### src/rtl/bcd_pkg.sv
`default_nettype none
// ============================================================================
// Module      : bcd_pkg
// Description : Shared BCD digit constants and helper functions for the
//               up/down decade counter.
// Revision    : 1.0  initial release
// ============================================================================
package bcd_pkg;

   localparam int              BCD_W   = 4;
   localparam logic [BCD_W-1:0] BCD_MAX = 4'd9;
   localparam logic [BCD_W-1:0] BCD_MIN = 4'd0;

   // A nibble is a legal decimal digit when it does not exceed nine.
   function automatic logic bcd_valid(input logic [BCD_W-1:0] digit);
      return (digit <= BCD_MAX);
   endfunction

   // One decade step in the requested direction, wrapping 9<->0.
   function automatic logic [BCD_W-1:0] bcd_step(input logic [BCD_W-1:0] digit,
                                                  input logic             up);
      logic [BCD_W-1:0] r;
      if (up) begin
         r = (digit == BCD_MAX) ? BCD_MIN : digit + 4'd1;
      end else begin
         r = (digit == BCD_MIN) ? BCD_MAX : digit - 4'd1;
      end
      return r;
   endfunction

endpackage
`default_nettype wire

### src/rtl/bcd_digit.sv
`default_nettype none
// ============================================================================
// Module      : bcd_digit
// Description : Single BCD decade cell. Loads ld_val when ld is high,
//               otherwise steps one decade when adv is high.
// Revision    : 1.0  initial release
// ============================================================================
module bcd_digit
   import bcd_pkg::*;
(
   input  logic             clk,
   input  logic             reset_n,
   input  logic             adv,
   input  logic             up,
   input  logic             ld,
   input  logic [BCD_W-1:0] ld_val,
   output logic [BCD_W-1:0] digit,
   output logic             is_max,
   output logic             is_min
);

   logic [BCD_W-1:0] r_digit;

   // Digit register: load has priority over advance; otherwise hold.
   always_ff @(posedge clk or negedge reset_n) begin
      if (!reset_n) begin
         r_digit <= BCD_MIN;
      end else if (ld) begin
         r_digit <= ld_val;
      end else if (adv) begin
         r_digit <= bcd_step(r_digit, up);
      end
   end

   assign digit  = r_digit;
   assign is_max = (r_digit == BCD_MAX);
   assign is_min = (r_digit == BCD_MIN);

endmodule
`default_nettype wire

### src/rtl/bcd_updown_counter.sv
`default_nettype none
// ============================================================================
// Module      : bcd_updown_counter
// Description : N-digit BCD up/down counter with enable, validated parallel
//               load, optional saturation, per-digit advance enables and a
//               terminal-count flag for cascading.
//               Optional feature macro: BCD_UPDOWN_COUNTER_MATCH_EN
//               (registered compare of the count against match_val).
// Revision    : 1.0  initial release
// ============================================================================
module bcd_updown_counter
   import bcd_pkg::*;
#(
   parameter int DIGITS   = 4,
   parameter bit SATURATE = 1'b0
)(
   input  logic                    clk,
   input  logic                    reset_n,
   input  logic                    en,
   input  logic                    up,
   input  logic                    load,
   input  logic [BCD_W*DIGITS-1:0] load_val,
   input  logic [BCD_W*DIGITS-1:0] match_val,
   output logic [BCD_W*DIGITS-1:0] q,
   output logic [DIGITS-1:1]       ena,
   output logic                    tc,
   output logic                    load_err,
   output logic                    match
);

   localparam int QW = BCD_W * DIGITS;

   logic [DIGITS-1:0] w_is_max;
   logic [DIGITS-1:0] w_is_min;
   logic [DIGITS-1:0] w_pre_max;
   logic [DIGITS-1:0] w_pre_min;
   logic [DIGITS-1:0] w_digit_ok;
   logic [DIGITS-1:0] w_adv;
   logic              w_all_max;
   logic              w_all_min;
   logic              w_load_ok;
   logic              w_load_acc;
   logic              w_sat_hold;
   logic              w_count;
   logic              w_tc;
   logic              r_load_err;

   // One cell per decade; load validity is judged per nibble here too.
   generate
      for (genvar k = 0; k < DIGITS; k++) begin : g_digit
         bcd_digit u_digit (
            .clk     (clk),
            .reset_n (reset_n),
            .adv     (w_adv[k]),
            .up      (up),
            .ld      (w_load_acc),
            .ld_val  (load_val[BCD_W*k +: BCD_W]),
            .digit   (q[BCD_W*k +: BCD_W]),
            .is_max  (w_is_max[k]),
            .is_min  (w_is_min[k])
         );
         assign w_digit_ok[k] = bcd_valid(load_val[BCD_W*k +: BCD_W]);
      end
   endgenerate

   // Prefix AND chains: digit k may move when every lower digit is at its
   // rollover value for the current direction.
   always_comb begin
      w_pre_max    = '0;
      w_pre_min    = '0;
      w_pre_max[0] = 1'b1;
      w_pre_min[0] = 1'b1;
      for (int k = 1; k < DIGITS; k++) begin
         w_pre_max[k] = w_pre_max[k-1] & w_is_max[k-1];
         w_pre_min[k] = w_pre_min[k-1] & w_is_min[k-1];
      end
   end

   assign w_all_max  = &w_is_max;
   assign w_all_min  = &w_is_min;
   assign w_tc       = en & ((up & w_all_max) | (~up & w_all_min));
   assign w_load_ok  = &w_digit_ok;
   assign w_load_acc = load & w_load_ok;
   // In saturating builds the terminal value is sticky in its direction.
   assign w_sat_hold = SATURATE & w_tc;
   // Any load request, accepted or rejected, suppresses counting.
   assign w_count    = en & ~load & ~w_sat_hold;
   assign w_adv      = {DIGITS{w_count}} & (up ? w_pre_max : w_pre_min);

   assign ena      = w_adv[DIGITS-1:1];
   assign tc       = w_tc;
   assign load_err = r_load_err;

   // Rejected-load flag: a single-cycle pulse following the bad load.
   always_ff @(posedge clk or negedge reset_n) begin
      if (!reset_n) begin
         r_load_err <= 1'b0;
      end else begin
         r_load_err <= load & ~w_load_ok;
      end
   end

`ifdef BCD_UPDOWN_COUNTER_MATCH_EN
   logic [QW-1:0] w_q_next;
   logic          r_match;

   // Next-state view of the count, so match lines up with the new q.
   always_comb begin
      w_q_next = q;
      for (int k = 0; k < DIGITS; k++) begin
         if (w_load_acc) begin
            w_q_next[BCD_W*k +: BCD_W] = load_val[BCD_W*k +: BCD_W];
         end else if (w_adv[k]) begin
            w_q_next[BCD_W*k +: BCD_W] = bcd_step(q[BCD_W*k +: BCD_W], up);
         end
      end
   end

   // Compare flag registered alongside the count.
   always_ff @(posedge clk or negedge reset_n) begin
      if (!reset_n) begin
         r_match <= 1'b0;
      end else begin
         r_match <= (w_q_next == match_val);
      end
   end

   assign match = r_match;
`else
   logic w_unused_match_val;
   assign w_unused_match_val = ^match_val;
   assign match              = 1'b0;
`endif

endmodule
`default_nettype wire

### config.mk
export PLATFORM = sky130hd
export DESIGN_NAME = bcd_updown_counter
export DESIGN_NICKNAME = d
export VERILOG_FILES = /design/src/rtl/bcd_pkg.sv /design/src/rtl/bcd_digit.sv /design/src/rtl/bcd_updown_counter.sv
export SDC_FILE = /design/constraint.sdc
export NUM_CORES = 1
export LEC_CHECK = 0
export ABC_AREA = 0
export BUFFER_PORTS_ARGS = -buffer_cell sky130_fd_sc_hd__buf_4
export CELL_PAD_IN_SITES_DETAIL_PLACEMENT = 1
export CELL_PAD_IN_SITES_GLOBAL_PLACEMENT = 1
export CORE_MARGIN = 8
export CORE_UTILIZATION = 33
export CTS_BUF_LIST = sky130_fd_sc_hd__clkbuf_8
export DETAILED_ROUTE_END_ITERATION = 8
export GPL_TIMING_DRIVEN = 1
export PLACE_DENSITY = 0.79
export SLEW_MARGIN = 25
export SYNTH_ARGS = -nofsm -noshare
export SYNTH_HDL_FRONTEND = slang
export SYNTH_SLANG_ARGS = --single-unit
### constraint.sdc
create_clock -name clk -period 1.9 [get_ports clk]
set_clock_uncertainty 0.15 [all_clocks]
set_input_delay 0.285 -clock clk [delete_from_list [all_inputs] [get_ports clk]]
set_output_delay 0.285 -clock clk [all_outputs]
set_load 0.005 [all_outputs]
---- After elaboration in Yosys (flattened, before gate mapping) ----
Cells that the tools add are included.
operators by class
  add/sub/neg operators ................... 8
  multiply operators ...................... 0
  div/mod/pow operators ................... 0
  $lt $le $gt $ge ......................... 4
  equal/unequal tests ..................... 4
  shifts and indexed selects .............. 0
  mux-type cells .......................... 21
  bitwise gates (word level) .............. 15
  reduce and logical (&&, ||, !) cells .... 11
operators with widths
  operator                                                             number
  4-bit 2-to-1 mux                                                     21
  4-bit by 1-bit adder with 4-bit output (second input constant)       4
  4-bit equality test (second input constant)                          4
  4-bit <= comparator (second input constant)                          4
  4-bit zero test                                                      4
  4-bit by 1-bit subtractor with 4-bit output (second input constant)  4
  4-bit AND reduction                                                  3
  1-bit AND                                                            10
  2-bit nonzero test                                                   4
  4-bit AND                                                            1
  1-bit inverter                                                       3
  1-bit bitwise OR                                                     1
word-level totals
  flip-flop bits (word level) ............. 17
  latch bits .............................. 0
  bits in writable memories ............... 0
  ROM bits ................................ 0
  bits of input ports ..................... 37
  output and inout bits ................... 22
  memories ................................ 0

---- Depth between registers and ports, before layout ----
  word-level depth ........................ 7
  mapped depth ............................ 8

---- Modules after synthesis ----
A second synthesis with hierarchy kept.
second synthesis, totals
  cell total of the unflattened synthesis .. 204
  area total of the unflattened synthesis .. 1547.7 sq um
modules (own cells, without submodules)
  module              times used  cells an instance  area each (sq um)  sequential area each (sq um)
  bcd_digit           4           45                 349.1              100.1
  bcd_updown_counter  1           24                 151.4              25.0

---- Least setup slack after synthesis ----
OpenSTA, ideal clock, no wires.
  path kind ............................... register to output
  start ................................... register g_digit[1].u_digit.r_digit[3]
  end ..................................... output port ena[3] in the netlist's numbering
  data arrival time ....................... 1.526 ns
  slack ................................... -0.061 ns
  cell stages (with the launch flop) ...... 7
  buffers on the path ..................... 3
  path through ............................ dfrtp_1 > buf_6 > or3_1 > a211oi_2 > o2111a_1 > buf_6 > buf_4
on the way
  word-level cells in the longest chain between the ends .. 5
  elaborated cells between the ends (all ways) .. 8
RTL lines
  item                                                    RTL line                                            source
  start: declaration                                      bcd_digit.sv:22                                     logic [BCD_W-1:0] r_digit;
  start signal: assignment                                bcd_digit.sv:29                                     r_digit <= ld_val;
  start signal: assignment                                bcd_digit.sv:31                                     r_digit <= bcd_step(r_digit, up);
  4-bit equality test or 4-bit zero test (tied branches)  bcd_digit.sv:36, bcd_digit.sv:37
  1-bit AND, on equally long branches (2 in a row)        bcd_updown_counter.sv:74, bcd_updown_counter.sv:75
  4-bit 2-to-1 mux (*)                                    bcd_updown_counter.sv:88                            assign w_adv = {DIGITS{w_count}} & (up ? w_pre_max : w_pre_min);
  4-bit AND (*)                                           bcd_updown_counter.sv:88
  end: declaration                                        bcd_updown_counter.sv:25                            output logic [DIGITS-1:1] ena,
Mark *: on every way between the ends. The rest lies on a longest branch, timed or not.

---- Final worst setup path ----
  start ................................... register g_digit[1].u_digit.r_digit[0]
  end ..................................... output port ena[3] in the netlist's numbering
Same word-level chain as after synthesis.

==> results.cfg <==
[detailed_routing]
viasPerCell = 5.516
ant_nets = 0
wl_um = 5530
dr.pass1.iters = 4
dr_total_vias = 1765
drt_iter0_markers = 55
wl_per_cell_um = 17.28
drc = 0

[clock_tree]
ctsRootBufferMaster = clkbuf_8
h-tree-depth = 1
cts_tree = done
clk_pin_slew_worst_paths_ns = 0.07
numCtsBuffers = 3
clock_path_buffers = 2
clock_latency_ns = 0.26
clock_sinks = 17

[grt]
grt-ovfl-total = 0
grt_start_max_net_pins = 18
grt_pass1_wl_um = 9066
antenna_found_initial = 0
grt_pass1_vias = 1857
grt.total_usage = 0.1512

[cells_and_area]
drive_gt1_frac = 0.3715
num-nets-final = 291
final_area_um2 = 2178
area_growth_pct = 34.65
antenna_cells = 0
fin_cells = 320

[synth]
yosys_warnings = 0
synthFlopType = dfrtp_1
ys_seq_elements = 17
synth_edf_count = 0
yosysUniqueCellTypes = 54
synth.avg_cell_area_um2 = 8.049
ys_seq_area_frac = 0.2630
synthesis.nets = 238
syn_area_um2 = 1618
postSynth.asyncResetShare = 1.000
synth_cells = 201

[worst_setup_path]
crit_end = ena[3]
reg2reg_from = g_digit[1].u_digit.digit[0]
endpoint_kind = output port
crit_fanout = 3
timing.rr.end = g_digit[3].u_digit.digit[1]
reg2reg_depth = 7
criticalPathCategory = reg2out
critPathLaunchType = register
r2r_setup_slack_ns = -0.13
critPathRequiredTime_ns = 1.46
cp-startpoint = g_digit[1].u_digit.digit[0]
worst_ep_arrival_time_ns = 1.72

[placement]
dp_cells = 311
placed_cell_area_um2 = 2016
dpl.hpwl_um = 4055
io_buffer_count = 41
place_congestion = 0.7939

[run]
cap_violations = 0

[floorplanning]
fp.dieW_um = 86.02
die_y_um = 86.02
rows = 25
core_um2 = 4723
io_pins = 59
start_util = 0.3425
dieArea_um2 = 7399

[outcome]
violations = negative setup slack
outcome = finished with violations

[worst_hold_path]
hold_path_class = in2reg
whs_path_depth = 3

[timing]
setup_viol = 11
fin_crit_ns = 2.151
slew_viol_final = 0
worst_slack_ns = -0.2507
fin_crit_sh = 1.132
timing.fmax_ghz = 0.4650
hold_viol_final = 0
hold_slack_ns = 0.08232
rsz0062_at_grt = yes

[power]
irDropWorstVdd_uv = 341.7
p_leak_nw = 0.9411
total_power_mw = 2.605
p_per_area_nw_per_um2 = 1196
-- layout by cell type (no fill, tap or decap), types with 2 or more instances in the layout --
| cell type | n |
|---|---|
| dfrtp_1 | 17 |
| and2_1 | 3 |
| nor2b_1 | 2 |
| o21ai_1 | 6 |
| xnor2_1 | 6 |
| nand3_1 | 9 |
| clkbuf_8 | 3 |
| nor3_1 | 3 |
| o221ai_1 | 2 |
| a221o_1 | 6 |
| nand2b_1 | 2 |
| nand2_1 | 20 |
| inv_1 | 6 |
| a21oi_1 | 7 |
| o211ai_1 | 6 |
| nor2_2 | 2 |
| mux2i_1 | 6 |
| o22ai_1 | 2 |
| buf_4 | 67 |
| xnor2_2 | 2 |
| o31ai_1 | 2 |
| o21ai_0 | 15 |
| a31oi_1 | 3 |
| nor4_1 | 4 |
| a22oi_1 | 2 |
| nor2_1 | 10 |
| buf_6 | 6 |
| and3_1 | 2 |
| nand3b_1 | 3 |
| a21oi_2 | 2 |
-- where the power goes --
part	switching, mW	internal, mW
clock network	0.134	0.144
registers	0.179	0.498
logic	0.816	0.834
total	1.13	1.48
-- stage by stage --
| step | util | setup TNS [ns] | setup slack (ns) |
|---|---|---|---|
| 4_1_cts | 0.4493 | -1.543 | -0.3265 |
| 3_5_place_dp | 0.4268 | -1.083 | -0.1281 |
| 5_1_grt | 0.4612 | -2.231 | -0.3213 |
| 6_report | 0.4612 | -1.324 | -0.2507 |
| 3_3_place_gp | 0.4268 | -0.6738 | -0.1112 |
| 2_1_floorplan | - | -0.1139 | -0.06123 |
-- kinds of logic after synthesis --
kind of cell,after synthesis,synth area share
and+or+nand+nor,70,0.2235
xor gates and xnor gates,9,0.04873
buffers and inverters,32,0.1400
DFF,17,0.2630
muxes,6,0.03712
AOI/OAI and AO/OA,66,0.2854
other,1,0.002318
-- critical path: stages (launching register included) --
cell      delay, ns
dfrtp_1        0.39
or3_4          0.38
a211oi_4       0.26
o2111a_1       0.24
buf_6          0.11
buf_6          0.08
-- synthesized netlist by cell type (all sizes together), types with 2 or more instances --
master  count  share of area
buf        18          0.089
inv         6          0.014
o21ai      21          0.065
dfrtp      17           0.26
nor2       12          0.031
a221o       6          0.037
nand3       9          0.028
a21oi       9          0.028
o221ai      2          0.011
nor4        4          0.015
clkbuf      8          0.037
or2b        2          0.010
o211ai      7          0.036
and3        3          0.012
nand2b      2         0.0077
o31ai       4          0.022
a22oi       2         0.0093
or3         3          0.012
mux2i       6          0.037
o22ai       2         0.0077
nand3b      3          0.014
nor3        4          0.012
xnor2       8          0.043
a31oi       3          0.012
nand2      20          0.046
nor2b       2         0.0077
and2        4          0.016
-- flip-flops by register name, indices dropped and copies added, names as in the netlist --
signal                 cells
g_digit.u_digit.digit     16
load_err                   1
-- layer usage --
metal,vias to the layer above,routed length [um],track usage
li1,835,-,-
met2,43,2840,0.2694
met3,6,241,0.02770
met4,0,79,0.05732
met1,881,2369,0.1731
met5,-,0,0
-- area by class of cell --
| class | instances | area [um^2] |
|---|---|---|
| timing repair buffer | 74 | 580.6 |
| inverter | 6 | 22.52 |
| clock buffer | 3 | 41.29 |
| tap | 67 | 83.83 |
| clock inverter | 1 | 3.754 |
| multi-input combinational | 152 | 1021 |
| fill | 578 | 2545 |
| sequential | 17 | 425.4 |
-- worst min-delay path by stage --
stage,start,endpoint,slack (ns)
after floorplan,reset_n,g_digit[0].u_digit.digit[0],-0.16
after global placement,reset_n,g_digit[3].u_digit.digit[2],0.02
after detailed placement,reset_n,g_digit[3].u_digit.digit[0],0.02
after CTS,load_val[0],g_digit[0].u_digit.digit[0],0.08
after global routing,load_val[0],g_digit[0].u_digit.digit[0],0.09
final,load_val[0],g_digit[0].u_digit.digit[0],0.08
-- timing repair --
action / in CTS / in global routing
hold buffers: 1 / 0
pin swaps: 6 / 7
gates resized for setup: 11 / 9
setup endpoints to repair: 9 / 12
endpoints found under the hold margin: 17 / 0
buffers inserted: 3 / 2
Power figures use the tool's default switching activity.
